`config.mk`:
```
export PLATFORM = sky130hd
export DESIGN_NAME = mem_arbiter
export DESIGN_NICKNAME = d
export VERILOG_FILES = /design/src/rtl/mem_arbiter.sv
export SDC_FILE = /design/constraint.sdc
export NUM_CORES = 1
export LEC_CHECK = 0
export ABC_CLOCK_PERIOD_IN_PS = 2600
export BUFFER_PORTS_ARGS = -buffer_cell sky130_fd_sc_hd__buf_2
export CORE_AREA = 2 2 123 125
export CTS_BUF_LIST = sky130_fd_sc_hd__clkbuf_8 sky130_fd_sc_hd__clkbuf_16
export DETAILED_ROUTE_END_ITERATION = 8
export DIE_AREA = 0 0 125 127
export GPL_ROUTABILITY_DRIVEN = 0
export PLACE_DENSITY = 0.57
export SLEW_MARGIN = 30
export SYNTH_ARGS = -nofsm -noshare
export SYNTH_HDL_FRONTEND = slang
export SYNTH_SLANG_ARGS = --single-unit
export TNS_END_PERCENT = 10
```
`constraint.sdc`:
```
create_clock -name clk -period 2.6 [get_ports clk]
set_input_delay 0.52 -clock clk [delete_from_list [all_inputs] [get_ports clk]]
set_output_delay 0.52 -clock clk [all_outputs]
set_load 0.02 [all_outputs]
```
`src/rtl/mem_arbiter.sv`:
```
// Two-master, one-slave memory arbiter. The winner's request is latched for the whole slave
// transaction. Arbitration is round-robin, or fixed priority with a bound on m1 starvation.
module mem_arbiter #(
    parameter int ADDR_WIDTH   = 32,
    parameter int DATA_WIDTH   = 32,
    parameter int RR_ENABLE    = 1,
    parameter int STARVE_LIMIT = 4
) (
    input  logic                  clk,
    input  logic                  rst,
    input  logic                  m0_mem_req,
    input  logic                  m0_mem_we,
    input  logic [ADDR_WIDTH-1:0] m0_mem_addr,
    input  logic [DATA_WIDTH-1:0] m0_mem_wdata,
    output logic [DATA_WIDTH-1:0] m0_mem_rdata,
    output logic                  m0_mem_ready,
    input  logic                  m1_mem_req,
    input  logic                  m1_mem_we,
    input  logic [ADDR_WIDTH-1:0] m1_mem_addr,
    input  logic [DATA_WIDTH-1:0] m1_mem_wdata,
    output logic [DATA_WIDTH-1:0] m1_mem_rdata,
    output logic                  m1_mem_ready,
    output logic                  s_mem_req,
    output logic                  s_mem_we,
    output logic [ADDR_WIDTH-1:0] s_mem_addr,
    output logic [DATA_WIDTH-1:0] s_mem_wdata,
    input  logic [DATA_WIDTH-1:0] s_mem_rdata,
    input  logic                  s_mem_ready,
    output logic [1:0]            grant,
    output logic [15:0]           contention_cnt
);

    localparam int SW = (STARVE_LIMIT < 1) ? 1 : $clog2(STARVE_LIMIT + 1);
    localparam logic [SW-1:0] STARVE_MAX = SW'(STARVE_LIMIT);

    typedef enum logic {
        ST_IDLE = 1'b0,
        ST_BUSY = 1'b1
    } state_t;

    state_t                state_q, state_d;
    logic                  owner_q, owner_d;
    logic                  last_owner_q, last_owner_d;
    logic [SW-1:0]         starve_q, starve_d;
    logic [15:0]           cont_q, cont_d;
    logic [1:0]            grant_q, grant_d;
    logic                  s_req_q, s_req_d;
    logic                  s_we_q, s_we_d;
    logic [ADDR_WIDTH-1:0] s_addr_q, s_addr_d;
    logic [DATA_WIDTH-1:0] s_wdata_q, s_wdata_d;
    logic                  win_m1;
    logic                  both_req;

    assign both_req = m0_mem_req & m1_mem_req;

    // Winner selection for an IDLE arbitration (1 = m1)
    always_comb begin
        win_m1 = 1'b0;
        if (both_req) begin
            if (RR_ENABLE != 0) begin
                win_m1 = ~last_owner_q;
            end else begin
                win_m1 = (starve_q == STARVE_MAX);
            end
        end else begin
            win_m1 = m1_mem_req;
        end
    end

    // Next-state logic for the arbitration FSM and its latched slave request
    always_comb begin
        state_d      = state_q;
        owner_d      = owner_q;
        last_owner_d = last_owner_q;
        starve_d     = starve_q;
        cont_d       = cont_q;
        grant_d      = grant_q;
        s_req_d      = s_req_q;
        s_we_d       = s_we_q;
        s_addr_d     = s_addr_q;
        s_wdata_d    = s_wdata_q;
        case (state_q)
            ST_IDLE: begin
                if (m0_mem_req | m1_mem_req) begin
                    state_d   = ST_BUSY;
                    owner_d   = win_m1;
                    grant_d   = win_m1 ? 2'b10 : 2'b01;
                    s_req_d   = 1'b1;
                    s_we_d    = win_m1 ? m1_mem_we    : m0_mem_we;
                    s_addr_d  = win_m1 ? m1_mem_addr  : m0_mem_addr;
                    s_wdata_d = win_m1 ? m1_mem_wdata : m0_mem_wdata;
                    if (both_req && (cont_q != 16'hFFFF)) begin
                        cont_d = cont_q + 16'd1;
                    end else begin
                        cont_d = cont_q;
                    end
                    // Counts m0 wins that left m1 waiting; any other grant restarts it
                    if (!win_m1 && m1_mem_req) begin
                        starve_d = (starve_q == STARVE_MAX) ? starve_q : starve_q + SW'(1);
                    end else begin
                        starve_d = '0;
                    end
                end else begin
                    state_d = ST_IDLE;
                end
            end
            ST_BUSY: begin
                if (s_mem_ready) begin
                    state_d      = ST_IDLE;
                    grant_d      = 2'b00;
                    s_req_d      = 1'b0;
                    last_owner_d = owner_q;
                end else begin
                    state_d = ST_BUSY;
                end
            end
            default: begin
                state_d = ST_IDLE;
                grant_d = 2'b00;
                s_req_d = 1'b0;
            end
        endcase
    end

    // State and latched-request registers with synchronous reset
    always_ff @(posedge clk) begin
        if (rst) begin
            state_q      <= ST_IDLE;
            owner_q      <= 1'b0;
            last_owner_q <= 1'b1;
            starve_q     <= '0;
            cont_q       <= 16'd0;
            grant_q      <= 2'b00;
            s_req_q      <= 1'b0;
            s_we_q       <= 1'b0;
            s_addr_q     <= '0;
            s_wdata_q    <= '0;
        end else begin
            state_q      <= state_d;
            owner_q      <= owner_d;
            last_owner_q <= last_owner_d;
            starve_q     <= starve_d;
            cont_q       <= cont_d;
            grant_q      <= grant_d;
            s_req_q      <= s_req_d;
            s_we_q       <= s_we_d;
            s_addr_q     <= s_addr_d;
            s_wdata_q    <= s_wdata_d;
        end
    end

    // Completion and read data are routed to the owner in the same cycle as the slave responds
    always_comb begin
        m0_mem_ready = 1'b0;
        m1_mem_ready = 1'b0;
        m0_mem_rdata = '0;
        m1_mem_rdata = '0;
        if (state_q == ST_BUSY) begin
            if (owner_q) begin
                m1_mem_ready = s_mem_ready;
                m1_mem_rdata = s_mem_rdata;
            end else begin
                m0_mem_ready = s_mem_ready;
                m0_mem_rdata = s_mem_rdata;
            end
        end else begin
            m0_mem_ready = 1'b0;
            m1_mem_ready = 1'b0;
        end
    end

    assign s_mem_req      = s_req_q;
    assign s_mem_we       = s_we_q;
    assign s_mem_addr     = s_addr_q;
    assign s_mem_wdata    = s_wdata_q;
    assign grant          = grant_q;
    assign contention_cnt = cont_q;

endmodule

```
=== Word level (Yosys, flattened, before mapping) ===
Cells that the tools add are included.

* Register bits after elaboration: 87
* Bits in latches: 0
* Memory bits (writable): 0
* ROM bits: 0
* Bits of input ports: 167
* Output and inout bits: 150
* Logic and storage cells: 44
* Memories: 0

* Add/sub/neg operators: 1
* Multipliers: 0
* Divide/modulo/power cells: 0
* $lt $le $gt $ge: 0
* Eq/ne operators: 3
* Shifts and indexed selects: 0
* Mux-type cells: 22
* Bitwise operators: 4
* Reductions and logical operators: 5

{| class="wikitable"
|+ Operator list
! kind !! number
|-
| $mux W32 || 6
|-
| $add A16 B1 Y16 const B || 1
|-
| $ne A16 B16 Y1 const B || 1
|-
| $mux W1 || 10
|-
| $mux W2 || 3
|-
| $reduce_and A2 Y1 || 3
|-
| $ne A2 B2 Y1 const B || 2
|-
| $pmux W1 S2 || 2
|-
| $pmux W2 S2 || 1
|-
| $reduce_and A3 Y1 || 1
|-
| $not A1 Y1 || 2
|-
| $and A1 B1 Y1 || 1
|-
| $logic_and A1 B1 Y1 || 1
|-
| $or A1 B1 Y1 || 1
|}

=== Depth between registers and ports, before layout ===
Gate-level depths: netlist of the first run.

* Word-level depth: 5
* Depth in mapped cells: 6
* Depth with buffers taken out: 5

=== Worst setup path after synthesis of the first run ===
OpenSTA, ideal clock, no wires.

* Kind: register to register
* From: reg cont_q[0] (netlist: contention_cnt[0])
* To: reg cont_q[14] (netlist: contention_cnt[14])
* Setup time: 0.123 ns
* Arrival time: 1.823 ns
* Required time: 2.477 ns
* Setup slack: 0.654 ns
* Cell stages (with the launch flop): 6
* Path buffers: 0
* Period minus slack after synthesis: 1.946 ns
* Cells stage by stage: dfxtp_1 ha_1 nand3_2 or3_4 nor4_1 mux2_1

* Cells in the longest elaborated chain, start to end: 3
* Elaborated cells between the ends (all ways): 4
* Those cells by class: add/sub (1); eq/ne (1); reduce/logical (2)

{| class="wikitable"
|+ RTL lines
! element !! RTL line !! text
|-
| from (decl) || 45 || <nowiki>logic [15:0] cont_q, cont_d;</nowiki>
|-
| from (signal assigned) || 143 || <nowiki>cont_q <= cont_d;</nowiki>
|-
| branches (longest 3 deep; another with $add A16 B1 Y16) || -- ||
|}

Several ways; the timed one is not identified.
A chain may end at the register's enable or synchronous reset.

=== Final worst setup path of the first run ===
* From: reg state_q
* To: out m0_mem_rdata[16]

* Cells in the longest elaborated chain, start to end: 1

{| class="wikitable"
|+ RTL lines
! element !! RTL line !! text
|-
| from (decl) || 41 || <nowiki>state_t state_q, state_d;</nowiki>
|-
| from (signal assigned) || 139 || <nowiki>state_q <= state_d;</nowiki>
|-
| $mux W32 || 158 || <nowiki>if (state_q == ST_BUSY) begin</nowiki>
|-
| to (decl) || 15 || <nowiki>output logic [DATA_WIDTH-1:0] m0_mem_rdata,</nowiki>
|}

Every way passes these cells.

==> results.py, run 1 <==
metrics = {
    "global_route": {
        "overflow": 0,
        "grt_pass1_wl_mm": 22.94,
        "gr-usage-all-layers_pct": 17.93,
        "grt_max_degree": 101,
        "grt_pass1_vias": 4371,
        "grt_antenna_before_repair": 1,
    },
    "yosys": {
        "ys_ff_latch": 87,
        "synthCells": 440,
        "ys_types": 44,
        "synthFlopType": "dfxtp_1",
        "syn-num-nets": 608,
        "syn_area_um2": 4031,
        "yosysWarnings": 0,
        "async_flop_share_pct": 0,
        "avgSynthCellArea_um2": 9.162,
        "yosysSeqAreaShare_pct": 43.20,
        "synth_edf_count": 0,
    },
    "finish": {
        "final_common_cell": "buf_2",
        "post-route-util_pct": 41.53,
        "multi_input_area_um2": 2063,
        "nFillCells": 1467,
        "final_cell_mix": "315 x buf_2, 87 x dfxtp_1, 83 x nor2_1",
        "syn_to_final_growth_pct": 48.57,
        "drive_gt1_share_pct": 48.09,
        "seq_area_um2": 1742,
        "fin_nets": 897,
    },
    "clock_network": {
        "path_clk_slew_ns": 0.07,
        "cts_root_buf": "clkbuf_16",
        "clk-insertion-delay-late_ns": 0.35,
        "postCtsSetupRepairBufs": 0,
        "ctsHoldBuffers": 0,
        "htree_levels": 3,
        "cts_max_path_buffers": 2,
        "cts_buffers": 9,
        "cts.sink_count": 87,
        "ctsResizeCount": 0,
        "cts_tree": "done",
    },
    "power_and_ir_drop": {
        "clockPowerShare_pct": 37.1,
        "irDropWorstVdd_uv": 327.9,
        "power.density_nw_per_um2": 599.3,
        "seqPwrFrac_pct": 41.1,
        "power_frac_comb_pct": 21.8,
        "switchingPower_w": 0.001098,
        "p_leak_nw": 3.157,
        "sw_frac_of_total_pct": 30.59,
        "power.internal_w": 0.002492,
    },
    "detailed_routing": {
        "highest_layer": "met4",
        "routed-wl-met2_mm": 7.229,
        "drt_first_pass_iters": 7,
        "ant_nets": 0,
        "first_iter_violations": 562,
        "met3WireLength_mm": 1.200,
        "vias": 4728,
        "wl_met1_mm": 6.317,
        "drcViolationCount": 0,
        "totalWireLength_mm": 14.99,
        "wire_per_inst_um": 16.31,
        "via_per_inst": 5.145,
    },
    "sta": {
        "post-route-period-util_pct": 83.71,
        "slew_headroom_pct": 43.79,
        "rsz0062_at_grt": "no",
        "hold_violations": 0,
        "slew_violations": 0,
        "fin_tns_setup_ns": 0,
        "setup_ws_ns": 0.4237,
        "fin_worst_skew_ns": 0.008819,
        "whs_ns": 0.4068,
        "fmax_mhz": 459.5,
        "period_minus_slack_ns": 2.176,
        "tightest_slew_ns": 0.8432,
        "finalSetupViolations": 0,
    },
    "floorplan": {
        "fp.dieW_um": 125,
        "initial_core_util_pct": 27.95,
        "coreArea_um2": 14420,
        "rows": 44,
        "die-height_um": 127,
        "io_pins": 317,
        "dieArea_um2": 15880,
    },
    "worst_setup_path": {
        "worst-path-buf-inv": 2,
        "worstSetupPathType": "reg -> out",
        "cp_slowest_stage_delay_ns": 0.50,
        "startpoint_type": "flop",
        "reg2reg_depth": 5,
        "critPathSlowestCell": "dfxtp_1",
        "path_cells": "nor2b_1 -> buf_4 -> and2_1 -> buf_2",
        "path_depth": 4,
        "cp_max_fo": 32,
        "crit_family": "flip-flops",
        "cp-end-kind": "output pin",
        "cp.arrival_ns": 1.66,
        "worstPathRequired_ns": 2.08,
    },
    "placed_design": {
        "post-place-ws_ns": 0.5272,
        "port_buffers": 316,
        "place_hpwl_mm": 10.94,
    },
    "run": {
        "cap_violations": 0,
    },
    "outcome": {
        "status": "complete, no violations",
    },
    "min_path": {
        "hold_path.class": "in -> reg",
        "whs_path_depth": 3,
    },
}
## state kept, by name, indices dropped and copies added, names as in the netlist
| name | count |
|---|---|
| contention_cnt | 16 |
| grant | 2 |
| last_owner_q | 1 |
| owner_q | 1 |
| s_mem_addr | 32 |
| s_mem_req | 1 |
| s_mem_wdata | 32 |
| s_mem_we | 1 |
| state_q | 1 |
## power groups by stage
stage / clock, W / sequential [W] / combinational (W)
finish: 0.00133 / 0.00147 / 0.000783
global route: 0.00143 / 0.00148 / 0.000849
CTS: 0.00138 / 0.00147 / 0.000786
detailed placement: 0 / 0.00150 / 0.000785
global placement: 0 / 0.00150 / 0.000768
floorplan: 0 / 0.00160 / 0.000358
## logic make-up after synthesis
group,Yosys count,synth area share (%)
AND/OR/NAND/NOR,206,27.47
multiplexers,14,3.786
buffers and inverters,45,5.803
flip-flops,87,43.20
AO/OA/AOI/OAI,87,19.43
adder cells (fa/ha/maj),1,0.3103
## cells in the mapped netlist, types with 5 or more instances
| master | n | share of area [%] |
|---|---|---|
| a222oi_1 | 62 | 15 |
| nand3_1 | 5 | 0.62 |
| a21oi_1 | 8 | 0.99 |
| nand4_1 | 6 | 0.93 |
| mux2_2 | 6 | 1.7 |
| and3_1 | 34 | 5.3 |
| nor2b_1 | 12 | 1.9 |
| dfxtp_1 | 87 | 43 |
| and2_1 | 33 | 5.1 |
| buf_2 | 10 | 1.2 |
| buf_6 | 6 | 1.7 |
| nand2_1 | 6 | 0.56 |
| nor2_1 | 83 | 7.7 |
| a211oi_1 | 7 | 1.3 |
| nor4_1 | 5 | 0.78 |
| clkbuf_1 | 26 | 2.4 |
## worst reg2reg max path: stages (launching register included)
cell and delay, ns:
dfxtp_1 0.40, ha_1 0.21, nand3_2 0.12, or3_4 0.43, nor4_1 0.35, mux2_1 0.35
## stage by stage
step                power [W]  area (µm²)  instances
floorplan            0.001959        4031        440
global placement     0.002267        5679        902
detailed placement   0.002285        5680        902
CTS                  0.003634        5983        918
global route         0.003768        5987        918
finish               0.003590        5989        919
## final cells by class
class | count | share of cell area, %
Antenna cell | 1 | 0.04178
Clock buffer | 9 | 3.760
Clock inverter | 7 | 1.295
Inverter | 1 | 0.06267
Multi-Input combinational cell | 308 | 34.45
Sequential cell | 87 | 29.08
Tap cell | 184 | 3.844
Timing Repair Buffer | 322 | 27.47
## metal layers
metal	track usage [%]	vias to the layer above
met2	29.48	211
li1	-	2255
met1	22.31	2245
met5	0	-
met4	4.575	0
met3	6.742	17
## worst paths after layout
| check | startpoint | to | slack [ns] |
|---|---|---|---|
| max reg2reg | contention_cnt[0] | contention_cnt[14] | 0.64 |
| max | state_q | m0_mem_rdata[16] | 0.42 |
| min | m1_mem_wdata[29] | s_mem_wdata[29] | 0.41 |
| min reg2reg | s_mem_req | s_mem_req | 0.49 |
Power figures use the tool's default switching activity.
==> run 2: changes to the inputs <==
ABC_CLOCK_PERIOD_IN_PS = 1800   (was 2600)
PLACE_DENSITY = 0.59   (was 0.57)
clock period = 1.8 ns   (was 2.6 ns; I/O delays follow)
==> results.py, run 2 (synthesis gave the netlist of run 1 again) <==
metrics = {
    "run": {
        "cap_violations": 0,
    },
    "power_and_ir_drop": {
        "irDropWorstVdd_uv": 390.3,
        "p_leak_nw": 3.341,
        "p_total_w": 0.005652,
        "power.density_nw_per_um2": 889.8,
    },
    "detailed_routing": {
        "vias": 4632,
        "first_iter_violations": 390,
        "ant_nets": 0,
        "via_per_inst": 4.928,
        "drcViolationCount": 0,
        "wire_per_inst_um": 16.24,
        "drt_first_pass_iters": 6,
        "totalWireLength_mm": 15.27,
    },
    "sta": {
        "post-route-period-util_pct": 96.41,
        "hold_violations": 0,
        "period_minus_slack_ns": 1.735,
        "fmax_mhz": 576.3,
        "slew_violations": 0,
        "fin_worst_skew_ns": 0.004392,
        "tightest_slew_ns": 0.5901,
        "slew_headroom_pct": 60.66,
        "finalSetupViolations": 0,
        "fin_tns_setup_ns": 0,
    },
    "min_path": {
        "hold_path.class": "in -> reg",
    },
    "placed_design": {
        "place_hpwl_mm": 11.47,
        "port_buffers": 316,
    },
    "finish": {
        "fin_nets": 919,
        "post-route-util_pct": 44.04,
        "syn_to_final_growth_pct": 57.57,
        "diodes": 0,
        "final_cell_mix": "315 x buf_2, 84 x dfxtp_1, 83 x nor2_1",
        "final_common_cell": "buf_2",
        "drive_gt1_share_pct": 50.53,
    },
    "clock_network": {
        "cts.sink_count": 87,
        "cts_root_buf": "clkbuf_16",
        "cts_max_path_buffers": 2,
        "cts_tree": "done",
        "clk-insertion-delay-late_ns": 0.34,
        "htree_levels": 3,
        "path_clk_slew_ns": 0.06,
        "cts_buffers": 9,
    },
    "global_route": {
        "grt_pass1_vias": 4433,
        "grt_antenna_before_repair": 0,
        "grt_max_degree": 64,
        "overflow": 0,
        "grt_pass1_wl_mm": 23.89,
        "gr-usage-all-layers_pct": 18.49,
    },
    "outcome": {
        "status": "complete, no violations",
    },
    "worst_setup_path": {
        "worstPathRequired_ns": 1.44,
        "cp_slowest_stage_delay_ns": 0.37,
        "crit_family": "flip-flops",
        "path_cells": "nor2b_4 -> buf_12 -> and2_1 -> buf_2",
        "worstSetupPathType": "reg -> out",
        "worst-path-buf-inv": 2,
        "cp-end-kind": "output pin",
        "startpoint_type": "flop",
        "cp.arrival_ns": 1.38,
        "cp_max_fo": 32,
        "critPathSlowestCell": "dfxtp_4",
    },
    "floorplan": {
        "rows": 44,
        "coreArea_um2": 14420,
        "io_pins": 317,
        "fp.dieW_um": 125,
        "dieArea_um2": 15880,
        "die-height_um": 127,
        "initial_core_util_pct": 27.95,
    },
}
run 2: layer usage:
| layer | vias to the layer above | GRT usage (%) | wire [µm] |
|---|---|---|---|
| li1 | 2293 | - | - |
| met1 | 2155 | 24.68 | 6700 |
| met2 | 173 | 30.05 | 7404 |
| met3 | 11 | 4.062 | 967 |
| met4 | 0 | 5.686 | 195 |
| met5 | - | 0 | 0 |
run 2: through the flow:
step / instance area, µm² / worst slack (ns) / instances / hold slack, ns
finish: 6352 / 0.06467 / 940 / 0.2483
global route: 6352 / -0.005949 / 940 / 0.2388
CTS: 6324 / 0.002455 / 940 / 0.2314
detailed placement: 5933 / 0.004374 / 924 / 0.4831
global placement: 5933 / 0.03695 / 924 / 0.4803
floorplan: 4045 / 0.02302 / 440 / 0.4592
run 2: worst paths after layout:
| check | from | end | slack, ns | depth (start not counted) |
|---|---|---|---|---|
| min | s_mem_ready | state_q | 0.25 | 2 |
| max reg2reg | contention_cnt[0] | contention_cnt[10] | 0.13 | 5 |
| min reg2reg | s_mem_req | s_mem_req | 0.50 | 2 |
| max | state_q | m0_mem_rdata[0] | 0.06 | 4 |
run 2: cell type report:
cell class              instances  area, µm²
clock inverters                 7      148.9
multi-input cells             308       2095
flip-flops and latches         87       1753
repair buffers                344       1897
fillers                      1482       8071
clock buffers                   9      225.2
well taps                     184      230.2
inverters                       1      3.754
run 2: timing repair:
item,CTS,global route
endpoints found under the setup margin,38,39
gates resized for setup,4,7
pin swaps,0,2
buffers inserted,0,0
hold buffers,0,0
endpoints found under the hold margin,0,0
run 2: power by group:
| part | internal, W | switching, W |
|---|---|---|
| combinational | 0.000500 | 0.000684 |
| clock | 0.00152 | 0.000827 |
| sequential | 0.00205 | 0.0000709 |
| total | 0.00407 | 0.00158 |
